## src/rtl/id_ex_skid_reg_if.sv

```systemverilog
// Handshake and payload bundle between decode (master) and the ID/EX skid
// register (slave); the EX-side outputs travel back on the same bundle.
interface id_ex_skid_reg_if #(
  parameter int DATA_W  = 32,
  parameter int RADDR_W = 5,
  parameter int FUNCT_W = 6,
  parameter int ALUOP_W = 2,
  parameter int CNT_W   = 8
) ();
  logic               in_valid;
  logic               in_ready;
  logic               flush;
  logic [ALUOP_W-1:0] ALUOp;
  logic               RegWrite;
  logic [DATA_W-1:0]  RsData;
  logic [DATA_W-1:0]  RtData;
  logic [FUNCT_W-1:0] Funct;
  logic [RADDR_W-1:0] Shamt;
  logic [RADDR_W-1:0] RdAddr;

  logic               out_valid;
  logic               out_ready;
  logic [ALUOP_W-1:0] ALUOpOut;
  logic               RegWriteOut;
  logic [DATA_W-1:0]  RsDataOut;
  logic [DATA_W-1:0]  RtDataOut;
  logic [FUNCT_W-1:0] FunctOut;
  logic [RADDR_W-1:0] ShamtOut;
  logic [RADDR_W-1:0] RdAddrOut;
  logic [CNT_W-1:0]   stall_cnt;

  modport master (
    output in_valid, flush, ALUOp, RegWrite, RsData, RtData, Funct, Shamt, RdAddr, out_ready,
    input  in_ready, out_valid, ALUOpOut, RegWriteOut, RsDataOut, RtDataOut, FunctOut,
           ShamtOut, RdAddrOut, stall_cnt
  );

  modport slave (
    input  in_valid, flush, ALUOp, RegWrite, RsData, RtData, Funct, Shamt, RdAddr, out_ready,
    output in_ready, out_valid, ALUOpOut, RegWriteOut, RsDataOut, RtDataOut, FunctOut,
           ShamtOut, RdAddrOut, stall_cnt
  );
endinterface

```

## src/rtl/id_ex_skid_reg.sv

```systemverilog
// ID/EX pipeline register with ready/valid handshake, 2-entry skid buffer,
// flush-to-bubble and a saturating stall counter.
module id_ex_skid_reg #(
  parameter int DATA_W  = 32,
  parameter int RADDR_W = 5,
  parameter int FUNCT_W = 6,
  parameter int ALUOP_W = 2,
  parameter int CNT_W   = 8
) (
  input logic               clk,
  input logic               rst,
  id_ex_skid_reg_if.slave   bus
);
  localparam int PL_W = ALUOP_W + 1 + 2 * DATA_W + FUNCT_W + 2 * RADDR_W;

  typedef enum logic [1:0] {
    S_EMPTY = 2'd0,
    S_ONE   = 2'd1,
    S_FULL  = 2'd2
  } state_t;

  state_t            r_state;
  state_t            w_next_state;
  logic [PL_W-1:0]   r_main;
  logic [PL_W-1:0]   r_skid;
  logic [PL_W-1:0]   w_in_pl;
  logic [CNT_W-1:0]  r_stall_cnt;
  logic              w_in_ready;
  logic              w_out_valid;
  logic              w_accept;
  logic              w_drain;
  logic              w_load_main_in;
  logic              w_load_main_skid;
  logic              w_load_skid;
  logic              w_head_rw;

  assign w_in_pl  = {bus.ALUOp, bus.RegWrite, bus.RsData, bus.RtData,
                     bus.Funct, bus.Shamt, bus.RdAddr};
  assign w_accept = bus.in_valid & w_in_ready;
  assign w_drain  = w_out_valid & bus.out_ready;

  always_ff @(posedge clk or posedge rst) begin
    if (rst) begin
      r_state <= S_EMPTY;
    end else begin
      r_state <= w_next_state;
    end
  end

  // Flush overrides everything; a same-cycle drain is still treated as consumed.
  always_comb begin
    w_next_state     = r_state;
    w_load_main_in   = 1'b0;
    w_load_main_skid = 1'b0;
    w_load_skid      = 1'b0;
    if (bus.flush) begin
      w_next_state = S_EMPTY;
    end else begin
      case (r_state)
        S_EMPTY: begin
          if (w_accept) begin
            w_load_main_in = 1'b1;
            w_next_state   = S_ONE;
          end else begin
            w_next_state = S_EMPTY;
          end
        end
        S_ONE: begin
          if (w_accept && w_drain) begin
            w_load_main_in = 1'b1;
            w_next_state   = S_ONE;
          end else if (w_accept) begin
            w_load_skid  = 1'b1;
            w_next_state = S_FULL;
          end else if (w_drain) begin
            w_next_state = S_EMPTY;
          end else begin
            w_next_state = S_ONE;
          end
        end
        S_FULL: begin
          if (w_drain) begin
            w_load_main_skid = 1'b1;
            w_next_state     = S_ONE;
          end else begin
            w_next_state = S_FULL;
          end
        end
        default: begin
          w_next_state = S_EMPTY;
        end
      endcase
    end
  end

  always_comb begin
    w_in_ready  = 1'b1;
    w_out_valid = 1'b0;
    case (r_state)
      S_EMPTY: begin
        w_in_ready  = 1'b1;
        w_out_valid = 1'b0;
      end
      S_ONE: begin
        w_in_ready  = 1'b1;
        w_out_valid = 1'b1;
      end
      S_FULL: begin
        w_in_ready  = 1'b0;
        w_out_valid = 1'b1;
      end
      default: begin
        w_in_ready  = 1'b1;
        w_out_valid = 1'b0;
      end
    endcase
    {bus.ALUOpOut, w_head_rw, bus.RsDataOut, bus.RtDataOut,
     bus.FunctOut, bus.ShamtOut, bus.RdAddrOut} = r_main;
    bus.in_ready    = w_in_ready;
    bus.out_valid   = w_out_valid;
    bus.RegWriteOut = w_head_rw & w_out_valid;
    bus.stall_cnt   = r_stall_cnt;
  end

  always_ff @(posedge clk or posedge rst) begin
    if (rst) begin
      r_main <= {PL_W{1'b0}};
      r_skid <= {PL_W{1'b0}};
    end else begin
      if (w_load_main_in) begin
        r_main <= w_in_pl;
      end else if (w_load_main_skid) begin
        r_main <= r_skid;
      end
      if (w_load_skid) begin
        r_skid <= w_in_pl;
      end
    end
  end

  // Counts EX back-pressure cycles, sticking at all-ones; flush does not clear it.
  always_ff @(posedge clk or posedge rst) begin
    if (rst) begin
      r_stall_cnt <= {CNT_W{1'b0}};
    end else if (w_out_valid && !bus.out_ready && (r_stall_cnt != {CNT_W{1'b1}})) begin
      r_stall_cnt <= r_stall_cnt + CNT_W'(1);
    end
  end
endmodule

```

## src/flat_wrapper.sv

```systemverilog
// flat-port wrapper written by rule: the top's interface ports become plain ports
module id_ex_skid_reg_flat 
#(
  parameter int DATA_W  = 32,
  parameter int RADDR_W = 5,
  parameter int FUNCT_W = 6,
  parameter int ALUOP_W = 2,
  parameter int CNT_W   = 8
)
  (clk, rst, bus_in_valid, bus_flush, bus_ALUOp, bus_RegWrite, bus_RsData, bus_RtData, bus_Funct, bus_Shamt, bus_RdAddr, bus_out_ready, bus_in_ready, bus_out_valid, bus_ALUOpOut, bus_RegWriteOut, bus_RsDataOut, bus_RtDataOut, bus_FunctOut, bus_ShamtOut, bus_RdAddrOut, bus_stall_cnt);
  id_ex_skid_reg_if #(.DATA_W(DATA_W), .RADDR_W(RADDR_W), .FUNCT_W(FUNCT_W), .ALUOP_W(ALUOP_W), .CNT_W(CNT_W)) bus_i ();
  input logic clk;
  input logic rst;
  input wire logic [$bits(bus_i.in_valid)-1:0] bus_in_valid;
  input wire logic [$bits(bus_i.flush)-1:0] bus_flush;
  input wire logic [$bits(bus_i.ALUOp)-1:0] bus_ALUOp;
  input wire logic [$bits(bus_i.RegWrite)-1:0] bus_RegWrite;
  input wire logic [$bits(bus_i.RsData)-1:0] bus_RsData;
  input wire logic [$bits(bus_i.RtData)-1:0] bus_RtData;
  input wire logic [$bits(bus_i.Funct)-1:0] bus_Funct;
  input wire logic [$bits(bus_i.Shamt)-1:0] bus_Shamt;
  input wire logic [$bits(bus_i.RdAddr)-1:0] bus_RdAddr;
  input wire logic [$bits(bus_i.out_ready)-1:0] bus_out_ready;
  output wire logic [$bits(bus_i.in_ready)-1:0] bus_in_ready;
  output wire logic [$bits(bus_i.out_valid)-1:0] bus_out_valid;
  output wire logic [$bits(bus_i.ALUOpOut)-1:0] bus_ALUOpOut;
  output wire logic [$bits(bus_i.RegWriteOut)-1:0] bus_RegWriteOut;
  output wire logic [$bits(bus_i.RsDataOut)-1:0] bus_RsDataOut;
  output wire logic [$bits(bus_i.RtDataOut)-1:0] bus_RtDataOut;
  output wire logic [$bits(bus_i.FunctOut)-1:0] bus_FunctOut;
  output wire logic [$bits(bus_i.ShamtOut)-1:0] bus_ShamtOut;
  output wire logic [$bits(bus_i.RdAddrOut)-1:0] bus_RdAddrOut;
  output wire logic [$bits(bus_i.stall_cnt)-1:0] bus_stall_cnt;
  assign bus_i.in_valid = bus_in_valid;
  assign bus_i.flush = bus_flush;
  assign bus_i.ALUOp = bus_ALUOp;
  assign bus_i.RegWrite = bus_RegWrite;
  assign bus_i.RsData = bus_RsData;
  assign bus_i.RtData = bus_RtData;
  assign bus_i.Funct = bus_Funct;
  assign bus_i.Shamt = bus_Shamt;
  assign bus_i.RdAddr = bus_RdAddr;
  assign bus_i.out_ready = bus_out_ready;
  assign bus_in_ready = bus_i.in_ready;
  assign bus_out_valid = bus_i.out_valid;
  assign bus_ALUOpOut = bus_i.ALUOpOut;
  assign bus_RegWriteOut = bus_i.RegWriteOut;
  assign bus_RsDataOut = bus_i.RsDataOut;
  assign bus_RtDataOut = bus_i.RtDataOut;
  assign bus_FunctOut = bus_i.FunctOut;
  assign bus_ShamtOut = bus_i.ShamtOut;
  assign bus_RdAddrOut = bus_i.RdAddrOut;
  assign bus_stall_cnt = bus_i.stall_cnt;
  id_ex_skid_reg #(.DATA_W(DATA_W), .RADDR_W(RADDR_W), .FUNCT_W(FUNCT_W), .ALUOP_W(ALUOP_W), .CNT_W(CNT_W)) u_core (.clk(clk), .rst(rst), .bus(bus_i));
endmodule
```

## config.mk

```make
export PLATFORM = sky130hd
export DESIGN_NAME = id_ex_skid_reg_flat
export DESIGN_NICKNAME = d
export VERILOG_FILES = /design/src/rtl/id_ex_skid_reg_if.sv /design/src/rtl/id_ex_skid_reg.sv /design/src/flat_wrapper.sv
export SDC_FILE = /design/constraint.sdc
export NUM_CORES = 1
export LEC_CHECK = 0
export ABC_AREA = 1
export BUFFER_PORTS_ARGS = -buffer_cell sky130_fd_sc_hd__buf_2
export CAP_MARGIN = 10
export CORE_MARGIN = 4
export CORE_UTILIZATION = 45
export CTS_CLUSTER_DIAMETER = 60
export DETAILED_ROUTE_END_ITERATION = 8
export GPL_TIMING_DRIVEN = 0
export PLACE_DENSITY = 0.68
export SKIP_LAST_GASP = 1
export SLEW_MARGIN = 20
export SYNTH_ARGS = -nofsm -noshare
export SYNTH_HDL_FRONTEND = slang
export SYNTH_SLANG_ARGS = --single-unit
```

## constraint.sdc

```tcl
create_clock -name clk -period 6.5 [get_ports clk]
set_input_delay 0.65 -clock clk [delete_from_list [all_inputs] [get_ports clk]]
set_output_delay 0.65 -clock clk [all_outputs]
set_load 0.01 [all_outputs]
```

==> Word level (Yosys, flattened, before mapping) <==
Cells that the tools add are included.
{ "op_classes": {"addsub": 1, "n_eq_ne": 3, "muxes": 21, "bitwise": 3, "n_reduce_logical": 7} }
{ "ops": {"columns": ["op", "count"], "rows": [
  ["$mux 83", 2],
  ["$mux 1", 13],
  ["$add 8x1->8 const B", 1],
  ["$mux 2", 4],
  ["$ne 8x8->1 const B", 1],
  ["$pmux 2 s3", 1],
  ["$and 1x1->1", 3],
  ["$logic_and 1x1->1", 3],
  ["$eq 2x1->1 const B", 1],
  ["$eq 2x2->1 const B", 1],
  ["$logic_not 2->1", 1],
  ["$pmux 1 s2", 1],
  ["$reduce_bool 2->1", 1],
  ["$reduce_or 2->1", 1],
  ["$logic_not 1->1", 1]
]} }
{ "word_totals": {"regBits": 176, "in_bits": 88, "out_inout_bits": 93, "elab_cells": 39} }

==> Longest topological paths before layout <==
Gate-level depths: netlist of run 1.
{ "logic_depth": {"depth_word": 9, "ltp_mapped": 13, "depth_no_buf": 11} }

==> Least setup slack after synthesis of run 1 <==
Ideal clock, no wire load.
{ "synth_path": {"path_type": "reg-to-reg", "start": "register u_core.r_state[0]", "end": "register u_core.r_main[55]", "setup_time_ps": 69, "arrival_ps": 1733, "t_required_ps": 6431, "slack_ps": 4698, "path_stages_with_launch": 13, "n_path_buf": 2, "path_cell_list": "dfrtp_1 inv_1 ha_1 nand2_1 inv_1 ha_1 nand2_1 nand2_1 inv_1 buf_2 buf_2 nand3_1 nand3_1"} }
{ "synth_between": {"elab_chain_len": 9, "word_cells_on_any_way": 18, "classes_between": "eq/ne: 2; mux: 10; bitwise: 2; reduce/logical: 4"} }
{ "synth_rtl": {"columns": ["item", "line", "source"], "rows": [
  ["start: declaration", "id_ex_skid_reg.sv:22", "state_t r_state;"],
  ["start signal: assignment", "id_ex_skid_reg.sv:46", "r_state <= w_next_state;"],
  ["$eq 2x1->1 or $eq 2x2->1 (tied branches)", "id_ex_skid_reg.sv:99", "case (r_state)"],
  ["$reduce_or 2->1 (no source line) (*)", null, null],
  ["$mux 1 (*)", "id_ex_skid_reg.sv:99", null],
  ["named net bus_out_valid", "flat_wrapper.sv:25", "output wire logic [$bits(bus_i.out_valid)-1:0] bus_out_valid;"],
  ["$and 1x1->1 (*)", "id_ex_skid_reg.sv:40", "assign w_drain = w_out_valid & bus.out_ready;"],
  ["$logic_and 1x1->1", "id_ex_skid_reg.sv:69", "if (w_accept && w_drain) begin"],
  ["$mux 1", "id_ex_skid_reg.sv:69", null],
  ["$pmux 1 s2", "id_ex_skid_reg.sv:59", "case (r_state)"],
  ["$mux 1", "id_ex_skid_reg.sv:56", "if (bus.flush) begin"],
  ["$mux 83 or $reduce_bool 2->1 (tied branches)", null, null],
  ["end signal: assignment", "id_ex_skid_reg.sv:127", "r_main <= {PL_W{1'b0}};"],
  ["end signal: assignment", "id_ex_skid_reg.sv:131", "r_main <= w_in_pl;"],
  ["end signal: assignment", "id_ex_skid_reg.sv:133", "r_main <= r_skid;"],
  ["end: declaration", "id_ex_skid_reg.sv:24", "logic [PL_W-1:0] r_main;"]
]} }
The timed path passes the listed nets; every way through them passes the cells marked *.
A chain may end at the register's enable or synchronous reset.

==> Worst setup path in the final report of run 1 <==
{ "layout_path": {"start": "register u_core.r_state[0]", "end": "register u_core.r_main[74]"} }
{ "layout_between": {"elab_chain_len": 9, "word_cells_on_any_way": 18, "classes_between": "eq/ne: 2; mux: 10; bitwise: 2; reduce/logical: 4"} }
{ "layout_rtl": {"columns": ["item", "line"], "rows": [
  ["$eq 2x1->1 or $eq 2x2->1 (tied branches)", "id_ex_skid_reg.sv:59, id_ex_skid_reg.sv:99"],
  ["$reduce_or 2->1 (no source line)", null],
  ["$mux 1", "id_ex_skid_reg.sv:99"],
  ["$and 1x1->1", "id_ex_skid_reg.sv:40"],
  ["$logic_and 1x1->1", "id_ex_skid_reg.sv:69"],
  ["$mux 1", "id_ex_skid_reg.sv:69"],
  ["$pmux 1 s2", "id_ex_skid_reg.sv:59"],
  ["$mux 1", "id_ex_skid_reg.sv:56"],
  ["$mux 83 or $reduce_bool 2->1 (tied branches)", null]
]} }
Several ways; a longest one is shown, not always the timed one.

==> metrics.txt, run 1 <==
worst flop-to-flop path endpoint=u_core.r_main[74]; Boundary Pins=181; Remaining Overflow, GRT=0; CP required=6860 ps; Critical Path End=u_core.r_main[74]; vias in the first global route=between 7000 and 8000; floorplan row count=49; pin count of the biggest net entering global routing=69; htree depth=4; drt pass-1 iters=5; f_max=around 440 MHz; MaxCap Viol Count=0; multi-input logic area=2970 µm²; clock slew at reported path FFs=70 ps; vias=7422; Clock Tree Root=clkbuf_16; WL final=22300 µm; Critical Path Start Type=register; # resized after CTS=0; Syn Std Cell Area=8450 µm²; FF+latch area=4400 µm²; share of post-route cells with drive strength above 1=28.8%; Fillers=1750; Synth-to-Final Area Change=22.3%; Final GP Congestion=between 0.8 and 0.9; die area=between 20000 and 25000 µm²; Syn. warnings=0; Via-to-Cell Ratio=5.14; post-synthesis sequential area ratio=52.1%; TritonCTS clock tree=built; status=finished, final reports clean; All-Layer GR Usage=21.4%; crit path time final=between 2000 and 2500 ps; Ant. Diodes=0; CTS Sinks=176; hold_buf cts=0; die height=145 µm; Buffers on Ports=180; Final Cell Area=slightly above 10000 µm²; area share of the largest cell type after synthesis=a little over half; nets=1296; final worst setup slack=around 4200 ps; critical path arrival=2630 ps; initial antenna violation count=2; final period utilization=34.8%; Initial Util=46.4%; Critical Path Source=u_core.r_state[0]; Placed Area=9700 µm²; Residual DRC=0; R2R Setup Slk=about 4200 ps; Post-Place Setup Slack=4280 ps; top post-synthesis cells by area=dfrtp_1, nand3_1, nand2_1, buf_4, buf_2; crit-path max FO=10; Crit. End Element=register; DRT antenna net count=0; biggest area consumer among synthesized cells=dfrtp_1; worst-margin pin slew=658 ps; Wirelength per Cell=15.5 µm; Slowest cell on crit path=ha_1; Worst Reg-to-Reg Cells=12; max_slew headroom=56.1%; Max VDD drop=0.189 mV; Mapped Cells=1001; Final Hold Viols=0; Core ar.=roughly 18000 µm²; Clock Skew=6.25 ps; CTS buffer count=17; Final Max Slew Viols=0; HPWL Detailed=15700 µm; post-synth net total=1095; FF+latch count, synth=between 150 and 200; RSZ-0062 raised after global routing=false; first-pass GRT wire length=37200 µm; final setup fails=0; DRT iter0 DRCs=around 430; Leak=0.00557 µW; Reg-to-Reg Start=u_core.r_state[0]; Unique masters post-synth=22; Avg Cell Area, Syn=between 8 and 9 µm²; CTS Buffer Depth=2; CP Cell Sequence=inv_1 > ha_1 > nand2_1 > inv_1 > ha_1 > nand2_1 > nand2_1 > inv_1 > buf_2 > buf_2 > nand3_1 > nand3_1; slowest stage delay, CP=~400 ps; P per Cell Area=around 360 nW/µm²; post-CTS setup repair buffer count=0; Hold Crit Class=in -> async; Crit Path Class=reg -> reg; die width=145 µm; Worst-Skew Late Latency=420 ps
## report_power, final
| group | switching [µW] | internal [µW] | total, µW |
|---|---|---|---|
| registers | 201 | 1440 | 1640 |
| logic | 504 | 467 | 970 |
| clock network | 455 | 653 | 1110 |
| total | 1160 | 2560 | 3720 |
## flip-flops by register name (all words and copies together) (netlist names)
name / flops
u_core.r_main: 83
u_core.r_state: 2
u_core.r_skid: 83
u_core.bus.stall_cnt: 8
## critical path: cells and delay by family (launching register included)
family | cells | cell delay [ps]
simple gates | 5 | 470
fa+ha+maj | 2 | 580
flops | 1 | 390
buf+inv | 5 | 760
## synthesized netlist by cell type
master and instances:
nand2_1 288, buf_4 90, dfrtp_1 176, buf_6 7
a21oi_1 1, nand2_2 1, ha_1 6, buf_2 36
inv_2 1, inv_1 15, o21a_1 1, buf_1 2
o21ai_0 1, or2_2 1, nor2_1 11, xor2_1 2
clkbuf_1 19, clkinv_1 1, nor3_2 1, xnor2_1 2
nand4_1 1, nand3_1 338
## layer usage
layer  vias up  part of all wire, %  GRT usage (%)
met4         4                  1.5           6.89
met3        32                  6.7           4.68
li1       3618                    -              -
met5         -                 0.12              0
met2       269                   46           33.1
met1      3499                   45           30.3
## stage by stage
stage          setup TNS [ps]  cells  hold slack (ps)  util [%]  total power, µW
6_report                    0   1444              199      56.8             3720
5_1_grt                     0   1444              202      56.8             3970
4_1_cts                     0   1444              197      56.8             3760
3_5_place_dp                0   1412              459      53.3             2640
3_3_place_gp          -186810   1410              454      52.9             2610
2_1_floorplan               0   1001              443         -             2290
## worst min path at each step
stage                                   end  slack [ps]  cells after the start              start
after detailed placement  u_core.r_skid[32]         460                      2  u_core.r_skid[32]
after global routing      u_core.r_main[21]         200                      2                rst
after floorplan            u_core.r_skid[0]         440                      2   u_core.r_skid[0]
final                     u_core.r_main[21]         200                      2                rst
after global placement    u_core.r_skid[34]         450                      2  u_core.r_skid[34]
after CTS                 u_core.r_main[21]         200                      2                rst
## cell families (layout without fill, tap and decap cells)
| group | count (synthesis) | count (layout) | synth area share (%) |
|---|---|---|---|
| simple gates | 641 | 641 | 33.6 |
| flops | 176 | 176 | 52.1 |
| buf+inv | 171 | 385 | 12.7 |
| fa+ha+maj | 6 | 6 | 0.888 |
| xor+xnor | 4 | 4 | 0.415 |
| compound gates | 3 | 3 | 0.207 |
## cell usage in the layout (no fill, tap or decap), types with 4 or more instances in the layout
cell,Yosys,layout
nor2_1,11,11
inv_1,15,14
nand3_1,338,338
buf_4,90,90
dfrtp_1,176,176
buf_2,36,216
inv_6,0,4
nand2_1,288,288
buf_6,7,7
clkbuf_16,0,17
ha_1,6,6
bufinv_16,0,4
clkbuf_1,19,21
## layout make-up
cell class	instances	share of cell area, %
Clock inverter	13	1.93
Multi-Input combinational cell	654	28.7
Tap cell	229	2.77
Clock buffer	19	4.19
Buffer	154	9.81
Sequential cell	176	42.6
Inverter	17	0.690
Timing Repair Buffer	182	9.25
No activity file was read; power rests on OpenSTA's default activity.
==> run 2: changes to the inputs <==
--- a/config.mk
+++ b/config.mk
@@ -5,7 +5,7 @@
 export SDC_FILE = /design/constraint.sdc
 export NUM_CORES = 1
 export LEC_CHECK = 0
-export ABC_AREA = 1
+export ABC_AREA = 0
 export BUFFER_PORTS_ARGS = -buffer_cell sky130_fd_sc_hd__buf_2
 export CAP_MARGIN = 10
 export CORE_MARGIN = 4
==> constraint.sdc (replaced) <==
create_clock -name clk -period 2.1 [get_ports clk]
set_input_delay 0.21 -clock clk [delete_from_list [all_inputs] [get_ports clk]]
set_output_delay 0.21 -clock clk [all_outputs]
set_load 0.01 [all_outputs]
==> run 2 against run 1 <==
Net effect: area after synthesis is 2.4% lower; fmax increased by 10%; synthesized cell count decreased by 33%; sequential cell count unchanged; count of clock-buffer cells in the layout is 1 higher; design area increased by 1.6%; utilization up 1.7 points; sequential share of layout area shrank 0.67 points; global-route usage down 3.0 points; hold slack got worse by 170 ps; first-iteration DRC count decreased by 47%; clock power rose to 2.9 times the previous value.
==> metrics.txt, run 2 <==
status=finished, final reports clean; vias in the first global route=5767 (-21%); Remaining Overflow, GRT=0 (unchanged); drt pass-1 iters=4 (-1); Clock Tree Root=clkbuf_16; initial antenna violation count=4 (+2); All-Layer GR Usage=18.4% (-3.0 points); Cell Count, Final, Fillers Out=1132 (-22%); Critical Path Start Type=register; Avg Cell Area, Syn=12.2 µm² (+45%); critical path arrival=2340 ps (-290 ps); final setup fails=0 (unchanged); Final Hold Viols=0 (unchanged); Placed Area=9560 µm² (-1.4%); Wirelength per Cell=16.5 µm (+6.5%); most frequent cells in the layout=buf_2, dfrtp_1, buf_4, inv_1, a22oi_1; Synth-to-Final Area Change=27.3%; Reg-to-Reg Start=u_core.r_state[0]; nets=982 (-24%); worst-margin pin slew=455 ps (-203 ps); top-count cell post-synth=dfrtp_1; Crit Path Class=reg -> reg; floorplan row count=49 (unchanged); Syn. warnings=0 (unchanged); crit-path max FO=10 (unchanged); worst flop-to-flop path endpoint=u_core.r_main[11]; Hold Crit Class=in -> reg; Critical Path End=u_core.r_main[11]; post-synth net total=768 (-30%); MaxCap Viol Count=0 (unchanged); Max VDD drop=0.632 mV (+240%); f_max=486 MHz (+10%); R2R Setup Slk=40 ps (-4190 ps); CP required=2390 ps (-4470 ps); area share of the largest cell type after synthesis=53.4% (+1.3 points); die area=20600 µm² (-2.3%); clock slew at reported path FFs=70 ps (about the same); Mapped Cells=674 (-33%); share of post-route cells with drive strength above 1=50.1% (+21 points); final worst setup slack=42.1 ps (-4190 ps); ys async rst share=100% (unchanged); Final Cell Area=10500 µm² (+1.6%); leading cell type in the layout, fill and taps excluded=buf_2; Buffers on Ports=180 (unchanged); Final Max Slew Viols=0 (unchanged); Inst Count DP=1089 (-23%); Worst Reg-to-Reg Cells=10 (-2); Hold Path Stages=2; Via-to-Cell Ratio=4.87 (-5.3%); max_slew headroom=69.6% (+13 points); Syn Std Cell Area=8250 µm² (-2.4%); FF+latch count, synth=176 (unchanged); final period utilization=98.0% (+63 points); Fillers=1510 (-14%); Post-synth EDFFs=0 (unchanged); setup_tns=0 ps (unchanged); Worst-Skew Late Latency=420 ps (about the same); Initial Util=45.9% (-0.52 points); die height=143 µm (-1.2%); FF+latch area=4400 µm² (unchanged); Post-Place Setup Slack=-308 ps (-4590 ps); crit path time final=2060 ps (-206 ps); multi-input logic area=2700 µm² (-9.0%); DRT iter0 DRCs=225 (-47%); top_reg_cell synth=dfrtp_1; RSZ-0062 raised after global routing=true; worst hold slack=27.3 ps (-172 ps); htree depth=4 (unchanged); CTS buffer count=17 (unchanged); biggest area consumer among synthesized cells=dfrtp_1; P per Cell Area=1130 nW/µm² (+210%); Residual DRC=0 (unchanged); first-pass GRT wire length=29900 µm (-20%); CTS Buffer Depth=2 (unchanged); WL final=18600 µm (-16%); post-synthesis sequential area ratio=53.4% (+1.3 points); Unique masters post-synth=34 (+55%); most frequent cells after synthesis=dfrtp_1, buf_4, inv_1; top post-synthesis cells by area=dfrtp_1, mux2_4, buf_4, a22oi_1, o21ai_0; pin count of the biggest net entering global routing=34 (-51%); TritonCTS clock tree=built; Core ar.=18000 µm² (-1.3%); Boundary Pins=181 (unchanged); vias=5511 (-26%); Final GP Congestion=0.798 (-2.9%); Clock Skew=14.5 ps (+8.21 ps); DRT antenna net count=0 (unchanged); Critical Path Source=u_core.r_state[0]; die width=143 µm (-1.2%); Crit. End Element=register; Leak=0.00523 µW (-6.2%); CTS Sinks=176 (unchanged); HPWL Detailed=12600 µm (-19%)
run 2: how the worst min path moves through the flow:
stage	startpoint	end
2_1_floorplan	bus_flush	u_core.r_state[0]
3_3_place_gp	bus_RegWrite	u_core.r_main[80]
3_5_place_dp	rst	u_core.r_main[76]
4_1_cts	bus_RtData[20]	u_core.r_skid[36]
5_1_grt	bus_RtData[22]	u_core.r_skid[38]
6_report	bus_RtData[20]	u_core.r_skid[36]
run 2: layer usage:
layer  wire length [µm]  GRT usage (%)  up-vias
li1                   -              -     2644
met4                221           4.41        6
met3               1200           5.52       19
met1               8790           26.4     2701
met2               8380           27.5      141
met5                 40              0        -
run 2: report_power, final:
group / internal, µW / switching [µW] / total (µW)
logic: 2080 / 1280 / 3360
registers: 4560 / 690 / 5250
clock network: 1840 / 1390 / 3240
total: 8480 / 3370 / 11900
run 2: logic make-up (layout without fill, tap and decap cells):
kind of cell	Yosys count	in the layout	share of synthesized area, %
adders and majority gates	6	6	0.910
xor gates and xnor gates	7	7	0.744
AOI/OAI and AO/OA	171	171	13.2
other	0	2	0
muxes	84	84	14.7
buffers and inverters	207	434	15.3
and+or+nand+nor	23	23	1.76
DFF	176	176	53.4
run 2: stage by stage:
stage,utilization (%),total power (µW)
final,58.4,11900
after CTS,57.2,11900
after floorplan,-,7530
after detailed placement,53.2,8560
after global routing,58.4,12600
after global placement,52.5,8440
run 2: cell type report:
| cell class | count | share of cell area (%) |
|---|---|---|
| sequential | 176 | 41.9 |
| clock buffer | 20 | 4.35 |
| tap | 229 | 2.73 |
| clock inverter | 12 | 1.38 |
| antenna | 2 | 0.0477 |
| multi-input combinational | 291 | 25.7 |
| inverter | 89 | 3.22 |
| buffer | 118 | 9.75 |
| timing repair buffer | 195 | 10.8 |
run 2: repair_timing:
action                     CTS  global route
setup endpoints to repair   83           120
cloned                       1             3
setup buffers                1             3
gates resized for setup     33            60
hold endpoints to repair    16             0
pin swaps                    0             5
hold buffers                 1             0
run 2: critical path, cell delays in order, from the launching register on:
cell     delay (ps)
dfrtp_1         390
inv_2            70
ha_4            280
and2_4          160
ha_4            130
nand2_4          60
nor3b_4         180
buf_8           170
buf_8           150
a22oi_1         190
o21ai_0         130
==> run 3: changes to the inputs <==
--- a/config.mk
+++ b/config.mk
@@ -8,12 +8,15 @@
 export ABC_AREA = 0
 export BUFFER_PORTS_ARGS = -buffer_cell sky130_fd_sc_hd__buf_2
 export CAP_MARGIN = 10
+export CELL_PAD_IN_SITES_DETAIL_PLACEMENT = 1
+export CELL_PAD_IN_SITES_GLOBAL_PLACEMENT = 1
+export CORE_ASPECT_RATIO = 0.9
 export CORE_MARGIN = 4
-export CORE_UTILIZATION = 45
+export CORE_UTILIZATION = 43
 export CTS_CLUSTER_DIAMETER = 60
 export DETAILED_ROUTE_END_ITERATION = 8
 export GPL_TIMING_DRIVEN = 0
-export PLACE_DENSITY = 0.68
+export PLACE_DENSITY_LB_ADDON = 0.1
 export SKIP_LAST_GASP = 1
 export SLEW_MARGIN = 20
 export SYNTH_ARGS = -nofsm -noshare
==> run 3 against run 2 <==
Net effect: design area is 0.12% higher; die area rose by 4.4%; global-route usage up 1.8 points; critical path type unchanged; largest cell class unchanged.
==> metrics.txt, run 3 (same netlist as run 2, synthesis figures left out) <==
f_max=477 MHz (-1.8%); Initial Util=44.2% (-1.7 points); P per Cell Area=1150 nW/µm² (+2.0%); vias in the first global route=6515 (+13%); Pint=8640 µW (+1.8%); Clock Tree Root=clkbuf_16; CTS Sinks=176 (unchanged); WL final=21500 µm (+15%); All-Layer GR Usage=20.2% (+1.8 points); Buffers on Ports=180 (unchanged); FF+latch area=4400 µm² (unchanged); floorplan row count=47 (-4.1%); Final GP Congestion=0.782 (-2.0%); worst hold slack=22.8 ps (-4.49 ps); Critical Path Source=u_core.r_state[1]; drt pass-1 iters=6 (+2); pin count of the biggest net entering global routing=32 (-5.9%); Inst Count DP=1106 (+1.6%); die width=154 µm (+7.4%); multi-input logic area=2670 µm² (-1.2%); Wirelength per Cell=18.8 µm (+14%); Max VDD drop=0.505 mV (-20%); crit path time final=2100 ps (+38.6 ps); CP required=2440 ps (+50 ps); Hold Crit Class=in -> reg; Critical Path Start Type=register; most frequent cells in the layout=buf_2, dfrtp_1, buf_4, inv_1, a22oi_1; final worst setup slack=3.43 ps (-38.6 ps); CTS Buffer Depth=2 (unchanged); initial antenna violation count=2 (-2); Crit Path Class=reg -> reg; Core ar.=18600 µm² (+3.8%); Fillers=1956 (+30%); die area=21500 µm² (+4.4%); Post-Place Setup Slack=-356 ps (-48.4 ps); worst-margin pin slew=441 ps (-13.8 ps); DRT iter0 DRCs=242 (+7.6%); final period utilization=99.8% (+1.8 points); Cell Count, Final, Fillers Out=1145 (+1.1%); final setup fails=0 (unchanged); MaxCap Viol Count=0 (unchanged); Clock Skew=12.0 ps (-2.49 ps); Remaining Overflow, GRT=0 (unchanged); max_slew headroom=70.5% (+0.92 points); status=finished, final reports clean; RSZ-0062 raised after global routing=true; clock slew at reported path FFs=70 ps (about the same); HPWL Detailed=14800 µm (+17%); Residual DRC=0 (unchanged); vias=5747 (+4.3%); hold_sp=bus_RtData[20]; register share of total power=43.8% (-0.5 points); Final Hold Viols=0 (unchanged); leading cell type in the layout, fill and taps excluded=buf_2; Gate power share=28.4% (about the same); Reg-to-Reg Start=u_core.r_state[1]; die height=139 µm (-2.8%); Via-to-Cell Ratio=5.02 (+3.1%); Synth-to-Final Area Change=27.5%; share of post-route cells with drive strength above 1=49.5% (-0.56 points); Final Max Slew Viols=0 (unchanged); critical path arrival=2430 ps (+90 ps); CTS buffer count=17 (unchanged); htree depth=4 (unchanged); nets=982 (unchanged); Finished Core Util=56.4% (-2.1 points); first-pass GRT wire length=34800 µm (+16%); Crit. End Element=register; TritonCTS clock tree=built; clock share of power=27.8% (+0.5 points); Worst-Skew Late Latency=430 ps (about the same); DRT antenna net count=0 (unchanged); Boundary Pins=181 (unchanged); Leak=0.00523 µW (about the same); Sw Share=28.7% (+0.27 points); crit-path max FO=10 (unchanged); P_sw=3470 µW (+3.1%)
## run 3: changes by cell type in the layout (fill, tap and decap cells not counted), moves of 2 or more
cell       change
a22oi_1        +5
a22oi_2        -5
buf_16         +2
buf_4          -3
bufinv_16      +2
clkbuf_4       +2
clkbuf_8       -2
inv_6          -3
o21ai_0       +11
o21ai_1       -11
## run 3: worst paths after layout
kind | to | slack [ps] | cells after the start
worst max-delay path | u_core.r_main[13] | 3 | 10
min in group asynchronous | u_core.r_main[37] | 300 | 3
worst min register to register | u_core.bus.stall_cnt[5] | 510 | 1
worst max register to register | u_core.r_main[13] | 3 | 10
worst min-delay path | u_core.r_skid[36] | 20 | 2
max in group asynchronous | u_core.r_main[59] | 900 | 6
## run 3: metrics by stage
| stage | setup TNS [ps] | power, µW | instance area (µm²) |
|---|---|---|---|
| after floorplan | -63820 | 7530 | 8250 |
| after global placement | -259990 | 8450 | 9460 |
| after detailed placement | -23350 | 8700 | 9620 |
| after CTS | -15.6 | 12200 | 10400 |
| after global routing | -2360 | 12800 | 10500 |
| final | 0 | 12100 | 10500 |
## run 3: final cells by class
| type | count | share of cell area (%) |
|---|---|---|
| inverters | 89 | 3.21 |
| clock inverters | 12 | 1.77 |
| well taps | 245 | 2.92 |
| multi-input cells | 291 | 25.4 |
| repair buffers | 195 | 10.9 |
| clock buffers | 18 | 4.08 |
| plain buffers | 118 | 9.78 |
| flip-flops and latches | 176 | 41.9 |
| diodes | 1 | 0.0238 |
## run 3: critical path, cell delays in order (launching register included)
cell     delay, ps
dfrtp_1        420
inv_2          100
ha_4           220
and2_4         150
ha_4           160
nand2_4         70
nor3b_4        290
buf_6          230
buf_8          160
a22oi_2         90
o21ai_1        120
## run 3: power groups by stage
stage / Combinational [µW] / Sequential, µW / Clock [µW]
final: 3440 / 5300 / 3370
after global routing: 3760 / 5440 / 3600
after CTS: 3460 / 5280 / 3450
after detailed placement: 3390 / 5310 / 0
after global placement: 3240 / 5220 / 0
after floorplan: 2410 / 5120 / 0
## run 3: per-layer routing
layer  up-vias  track usage [%]  share of wire [%]
li1       2645                -                  -
met1      2938             26.1                 43
met5         -                0              0.070
met3        23             5.00                5.3
met2       137             33.9                 51
met4         4             5.39                1.2
## run 3: repair_timing
item / CTS / global route
hold buffers: 1 / 0
gates resized for setup: 34 / 46
endpoints found under the hold margin: 10 / 0
endpoints found under the setup margin: 83 / 80
setup buffers: 2 / 2
pin swaps: 0 / 1
gates cloned: 1 / 2
